===== src/rtl/cpu_types_pkg.sv =====
// Shared CPU datapath types and the register-file write-port priority helper.
// Holds word/register-index typedefs for the default 32x32 configuration.
package cpu_types_pkg;

  localparam int XLEN  = 32;
  localparam int NREGS = 32;
  localparam int RAW   = $clog2(NREGS);
  localparam int MAXW  = 4;

  typedef logic [XLEN-1:0] word_t;
  typedef logic [RAW-1:0]  regbits_t;

  typedef struct packed {
    logic       hit;
    logic [1:0] idx;
  } wport_hit_t;

  // Highest-numbered matching write port wins.
  function automatic wport_hit_t last_hit(
    input logic [MAXW-1:0] m
  );
    wport_hit_t r;
    r = '0;
    for (int j = 0; j < MAXW; j++) begin
      if (m[j]) begin
        r.hit = 1'b1;
        r.idx = j[1:0];
      end
    end
    return r;
  endfunction

endpackage


===== src/rtl/regfile_scoreboard.sv =====
// Pending-write scoreboard: issue sets busy, writeback clears it.
// Ports: CLK, nRST, iss_en/iss_sel, wen/wsel -> busy_vec.
module regfile_scoreboard #(
  parameter int NREG     = 32,
  parameter int NWRITE   = 1,
  parameter int ZERO_REG = 1,
  parameter int AW       = $clog2(NREG)
) (
  input  logic                 CLK,
  input  logic                 nRST,
  input  logic                 iss_en,
  input  logic [AW-1:0]        iss_sel,
  input  logic [NWRITE-1:0]    wen,
  input  logic [NWRITE*AW-1:0] wsel,
  output logic [NREG-1:0]      busy_vec
);

  logic [NREG-1:0] busy_q;
  logic [NREG-1:0] busy_d;

  always_comb begin
    busy_d = busy_q;
    for (int j = 0; j < NWRITE; j++) begin
      if (wen[j]) busy_d[wsel[j*AW +: AW]] = 1'b0;
    end
    // A new producer outranks a retiring one.
    if (iss_en) busy_d[iss_sel] = 1'b1;
    if (ZERO_REG != 0) busy_d[0] = 1'b0;
  end

  always_ff @(posedge CLK) begin
    if (!nRST) busy_q <= '0;
    else       busy_q <= busy_d;
  end

  assign busy_vec = busy_q;

endmodule


===== src/rtl/regfile_mp.sv =====
// Multi-port register file with optional write bypass and busy scoreboard.
// Ports: rsel->rdat/rbusy reads, wen/wsel/wdat writes, iss_en/iss_sel, busy_vec.
module regfile_mp
  import cpu_types_pkg::*;
#(
  parameter int DW       = 32,
  parameter int NREG     = 32,
  parameter int NREAD    = 2,
  parameter int NWRITE   = 1,
  parameter int ZERO_REG = 1,
  parameter int BYPASS   = 1,
  parameter int AW       = $clog2(NREG)
) (
  input  logic                 CLK,
  input  logic                 nRST,
  input  logic [NREAD*AW-1:0]  rsel,
  output logic [NREAD*DW-1:0]  rdat,
  output logic [NREAD-1:0]     rbusy,
  input  logic [NWRITE-1:0]    wen,
  input  logic [NWRITE*AW-1:0] wsel,
  input  logic [NWRITE*DW-1:0] wdat,
  input  logic                 iss_en,
  input  logic [AW-1:0]        iss_sel,
  output logic [NREG-1:0]      busy_vec
);

  logic [DW-1:0] regs_q [NREG];
  logic [DW-1:0] regs_d [NREG];

  regfile_scoreboard #(
    .NREG    (NREG),
    .NWRITE  (NWRITE),
    .ZERO_REG(ZERO_REG),
    .AW      (AW)
  ) u_sb (
    .CLK     (CLK),
    .nRST    (nRST),
    .iss_en  (iss_en),
    .iss_sel (iss_sel),
    .wen     (wen),
    .wsel    (wsel),
    .busy_vec(busy_vec)
  );

  always_comb begin
    regs_d = regs_q;
    for (int j = 0; j < NWRITE; j++) begin
      if (wen[j]) regs_d[wsel[j*AW +: AW]] = wdat[j*DW +: DW];
    end
    if (ZERO_REG != 0) regs_d[0] = '0;
  end

  always_ff @(posedge CLK) begin
    if (!nRST) regs_q <= '{default: '0};
    else       regs_q <= regs_d;
  end

  for (genvar i = 0; i < NREAD; i++) begin : g_rd
    logic [AW-1:0]   rs;
    logic [MAXW-1:0] m;
    wport_hit_t      h;
    logic [DW-1:0]   rd;
    logic            rb;

    assign rs = rsel[i*AW +: AW];

    always_comb begin
      m = '0;
      for (int j = 0; j < NWRITE; j++) begin
        m[j] = wen[j] && (wsel[j*AW +: AW] == rs);
      end
    end

    assign h = last_hit(m);

    always_comb begin
      rd = regs_q[rs];
      rb = busy_vec[rs];
      if (BYPASS != 0 && h.hit) begin
        rd = wdat[int'(h.idx)*DW +: DW];
        rb = 1'b0;
      end
      if (ZERO_REG != 0 && rs == '0) begin
        rd = '0;
        rb = 1'b0;
      end
    end

    assign rdat[i*DW +: DW] = rd;
    assign rbusy[i]         = rb;
  end

endmodule


===== config.mk =====
export PLATFORM = sky130hd
export DESIGN_NAME = regfile_mp
export DESIGN_NICKNAME = d
export VERILOG_FILES = /design/src/rtl/cpu_types_pkg.sv /design/src/rtl/regfile_scoreboard.sv /design/src/rtl/regfile_mp.sv
export SDC_FILE = /design/constraint.sdc
export NUM_CORES = 2
export LEC_CHECK = 0
export CAP_MARGIN = 0
export CORE_ASPECT_RATIO = 0.5
export CORE_MARGIN = 2
export CORE_UTILIZATION = 55
export CTS_BUF_LIST = sky130_fd_sc_hd__clkbuf_4 sky130_fd_sc_hd__clkbuf_8
export DETAILED_ROUTE_END_ITERATION = 12
export GPL_TIMING_DRIVEN = 0
export MAX_ROUTING_LAYER = met4
export PLACE_DENSITY = 0.72
export SYNTH_ARGS = -nofsm -noshare
export SYNTH_HDL_FRONTEND = slang
export SYNTH_SLANG_ARGS = --single-unit
export TNS_END_PERCENT = 100

===== constraint.sdc =====
create_clock -name CLK -period 3.65 [get_ports CLK]
set_input_delay 0.73 -clock CLK [delete_from_list [all_inputs] [get_ports CLK]]
set_output_delay 0.73 -clock CLK [all_outputs]
set_load 0.01 [all_outputs]

==> flow_summary.ini, run 1 <==
[outcome]
status = aborted with a tool error
haltStage = global routing
error = [ERROR GRT-0232] Routing congestion too high. Check the congestion heatmap in the GUI.

[floorplan]
ios = 154
die_x_um = 455
initial_core_util_pct = 55.7
rows = 82
die_y_um = 230

[synthesis]
syn_area_mm2 = 0.0560
synth_top_area_share_pct = 36.6
ys.flop_type = dfxtp_1
synth_seq_cells = 1023
synth_common_cells = 2076 x nand2_1, 1023 x dfxtp_1, 993 x a21boi_0, 450 x clkbuf_1, 318 x mux4_2
synth_edf_count = 0
avgSynthCellArea_um2 = 8.76
yosysMostFrequentCell = nand2_1
yosysWarningCount = 0
synth.top_cells.by_area = dfxtp_1 37%, nand2_1 14%, a21boi_0 13%
syn_inst = 6387
async_flop_share_pct = 0
synth_top_area_cell = dfxtp_1
ys_seq_area_share_pct = 36.6
syn_nets = 6443
synth_cell_type_count = 65

[placement]
dp_hpwl_um = 243000
port_buffers = 109
place_area_mm2 = 0.0587
gp_congestion = 1.21

[global_routing]
antenna_found_initial = 64
grt_util_all_layers_pct = 73.5
grt_start_max_net_pins = 17
grt-ovfl-total = 58

[clock_tree]
cts_htree_levels = 4
numCtsBuffers = 152
root_buffer = clkbuf_8
hold_buffers = 0
clockBufferDepth = 3
clkSinkCount = 1023

[sta]
worstEpCategory = primary output
crit_endpoint = rdat[36]
per-layer routing:
metal,overflow,track usage (%)
met3,3,66.9
met2,30,80.3
met4,22,50.3
met1,3,81.0
met5,-,-
logic make-up after synthesis:
family | after synthesis | share of synthesized area (%)
mux | 725 | 20.6
buf+inv | 691 | 5.67
xor+xnor | 10 | 0.157
flops | 1023 | 36.6
compound gates | 1493 | 19.7
other cells | 1 | 0.00670
simple gates | 2444 | 17.2
timing repair:
item | CTS
setup buffers | 103
pin swaps | 160
cloned | 13
endpoints found under the setup margin | 66
endpoints found under the hold margin | 0
gates resized for setup | 1305
stage by stage:
stage / hold WS, ns / worst slack, ns / std cells / TNS, ns
floorplan: 0.448 / 0.578 / 6387 / 0
global placement: 0.456 / -2.87 / 7840 / -144.17
detailed placement: 0.467 / -2.87 / 7840 / -153.41
CTS: 0.125 / -0.147 / 8207 / -1.27
==> run 2: changes to the inputs <==
- CORE_ASPECT_RATIO: 0.5 -> unset
- CORE_UTILIZATION: 55 -> 40
- CTS_BUF_LIST: sky130_fd_sc_hd__clkbuf_4 sky130_fd_sc_hd__clkbuf_8 -> unset
- MAX_ROUTING_LAYER: met4 -> unset
- PLACE_DENSITY: 0.72 -> unset
- PLACE_DENSITY_LB_ADDON: unset -> 0.15
==> run 2 against run 1 <==
The flow now finishes, with violations (max-capacitance violations, max-slew violations, negative setup slack). Synthesized area did not move. Synthesized cell count is the same.
==> flow_summary.ini, run 2 <==
[critical_path]
cp.arrival_ns = 3.08
start_kind = primary input
required_ns = 2.92
endpoint_kind = output port
crit_fanout = 8
crit_type = primary input to output port

[flow_run]
max_cap_viol_count = 1

[synthesis]
synth_top_area_cell = dfxtp_1
yosysMostFrequentCell = nand2_1
ys.flop_type = dfxtp_1
synth_top_area_share_pct = 36.6
ys_seq_area_share_pct = 36.6
synth_cell_type_count = 65
synth_seq_cells = 1023
synth.top_cells.by_area = dfxtp_1 37%, nand2_1 14%, a21boi_0 13%
syn_nets = 6443
syn_inst = 6387
synth_common_cells = 2076 x nand2_1, 1023 x dfxtp_1, 993 x a21boi_0, 450 x clkbuf_1, 318 x mux4_2
yosysWarningCount = 0
avgSynthCellArea_um2 = 8.76
async_flop_share_pct = 0
synth_edf_count = 0
syn_area_mm2 = 0.0560

[sta]
max_freq_mhz = 262
finalSetupViolCount = 45
slew_headroom_pct = -2.39
fin_crit_sh_pct = 104
post-route-min-period_ns = 3.81
rsz0062_at_grt = yes
setup_slack_ns = -0.160
setup_tns_ns = -2.94
hold_viol = 0
tightest_slew_ns = 1.53
slew_viol_final = 9
finalClockSkew_ns = 0

[route]
via_per_inst = 6.34
wl_um = 323000
ant_nets = 0
wire_per_inst_um = 36.8
drc = 0
drt_first_pass_iters = 7
vias = 55600
drtIter0Drc = 7656

[pwr]
power.switching_uw = 8380
power_uw = 28500
pwr_density_cell_mw_per_mm2 = 405
internal_power_uw = 20100
pwr-share-seq_pct = 39.7
irDropWorstVdd_uv = 379
combPwrFrac_pct = 15.6
leakagePower_uw = 0.0238
clock_power_share_pct = 44.7
swShare_pct = 29.4

[clock_tree]
numCtsBuffers = 118
clk_latency_ns = 0.77
cts_tree = done
clkSinkCount = 1023
cts_htree_levels = 3
clockBufferDepth = 3
clk_pin_slew_worst_paths_ns = 0.06
hold_buffers = 0
root_buffer = clkbuf_16

[global_routing]
grt_pass1_wl_um = 430000
grt-ovfl-total = 0
grt_pass1_vias = 51300
grt_start_max_net_pins = 17
grt_util_all_layers_pct = 44.0
antenna_found_initial = 20

[floorplan]
initial_core_util_pct = 40.2
ios = 154
die_y_um = 378
die_area_mm2 = 0.143
die_x_um = 378
rows = 137
core-area_mm2 = 0.139

[min_path]
hold_class = primary input to flop

[layout]
regMostFlops = regs_q
final_nets = 6846
layout_common_cells = 2070 x nand2_1, 1023 x dfxtp_1, 992 x a21boi_0, 381 x clkbuf_1, 319 x mux4_2
nFillCells = 13300
drive_gt1_share_pct = 23.0
largest_reg_flops = 992
area_growth_pct = 25.8
layout_commonest_cell = nand2_1

[placement]
port_buffers = 109
gp_congestion = 1.08
dp_hpwl_um = 243000
place_ws_ns = -2.80

[outcome]
status = finished, violations left
violations = max-capacitance violations, max-slew violations, negative setup slack
-- run 2: cell counts after synthesis --
No cell type changed its count.
-- run 2: cell type report --
cell class	instances	area (um2)	share of cell area [%]
multi-input cells	4675	35100	49.9
clock buffers	162	3350	4.76
flip-flops and latches	1023	20500	29.1
clock inverters	45	644	0.915
plain buffers	672	5180	7.36
inverters	5	23.8	0.0338
repair buffers	295	3210	4.57
well taps	1876	2350	3.33
diodes	11	27.5	0.0391
-- run 2: timing repair --
item,in CTS,in global routing
endpoints found under the setup margin,66,55
endpoints found under the hold margin,0,0
pin swaps,146,99
gates resized for setup,1320,142
buffers inserted,141,37
cloned,10,2
-- run 2: metrics by stage --
step	hold WS, ns	instances	area [um2]	utilization, %
6_report	0.275	8764	70400	50.6
3_3_place_gp	0.458	8372	59400	42.7
2_1_floorplan	0.448	6387	56000	-
4_1_cts	0.260	8720	69500	49.9
3_5_place_dp	0.469	8374	59400	42.7
5_1_grt	0.295	8755	70400	50.6
-- run 2: cell families after synthesis --
family,share of synthesized area [%]
XOR/XNOR,0.157
AO/OA/AOI/OAI,19.7
multiplexers,20.6
buffers and inverters,5.67
AND/OR/NAND/NOR,17.2
flip-flops,36.6
other,0.00670
-- run 2: final timing paths --
check,from,end,slack (ns),cells after the start
hold / removal,wdat[10],regs_q[938],0.27,3
setup / recovery,rsel[5],rdat[46],-0.16,12
setup reg to reg,u_sb.busy_vec[9],u_sb.busy_vec[9],2.79,2
hold reg to reg,regs_q[902],regs_q[902],0.48,2
-- run 2: critical path, stage by stage --
cell and delay, ns:
buf_16 0.13, buf_12 0.15, buf_16 0.16, buf_16 0.18
buf_16 0.19, buf_6 0.14, mux4_2 0.31, nor2_2 0.07
nor3_4 0.24, o221ai_2 0.20, a31oi_4 0.37, buf_6 0.16
-- run 2: power groups by stage --
stage          clock [uW]  sequential (uW)  combinational [uW]
2_1_floorplan           0            11500                1650
3_3_place_gp            0            11600                3390
3_5_place_dp            0            11600                3390
4_1_cts             12700            11300                4110
5_1_grt             13100            11300                4390
6_report            12700            11300                4430
-- run 2: routing by layer --
layer / part of all wire, % / GRT usage [%] / up-vias
met2: 42 / 64.7 / 3813
li1: - / - / 23200
met5: 0.060 / 0 / -
met1: 38 / 55.8 / 27600
met4: 7.2 / 26.6 / 14
met3: 12 / 14.4 / 969
No activity file was read; power rests on OpenSTA's default activity.
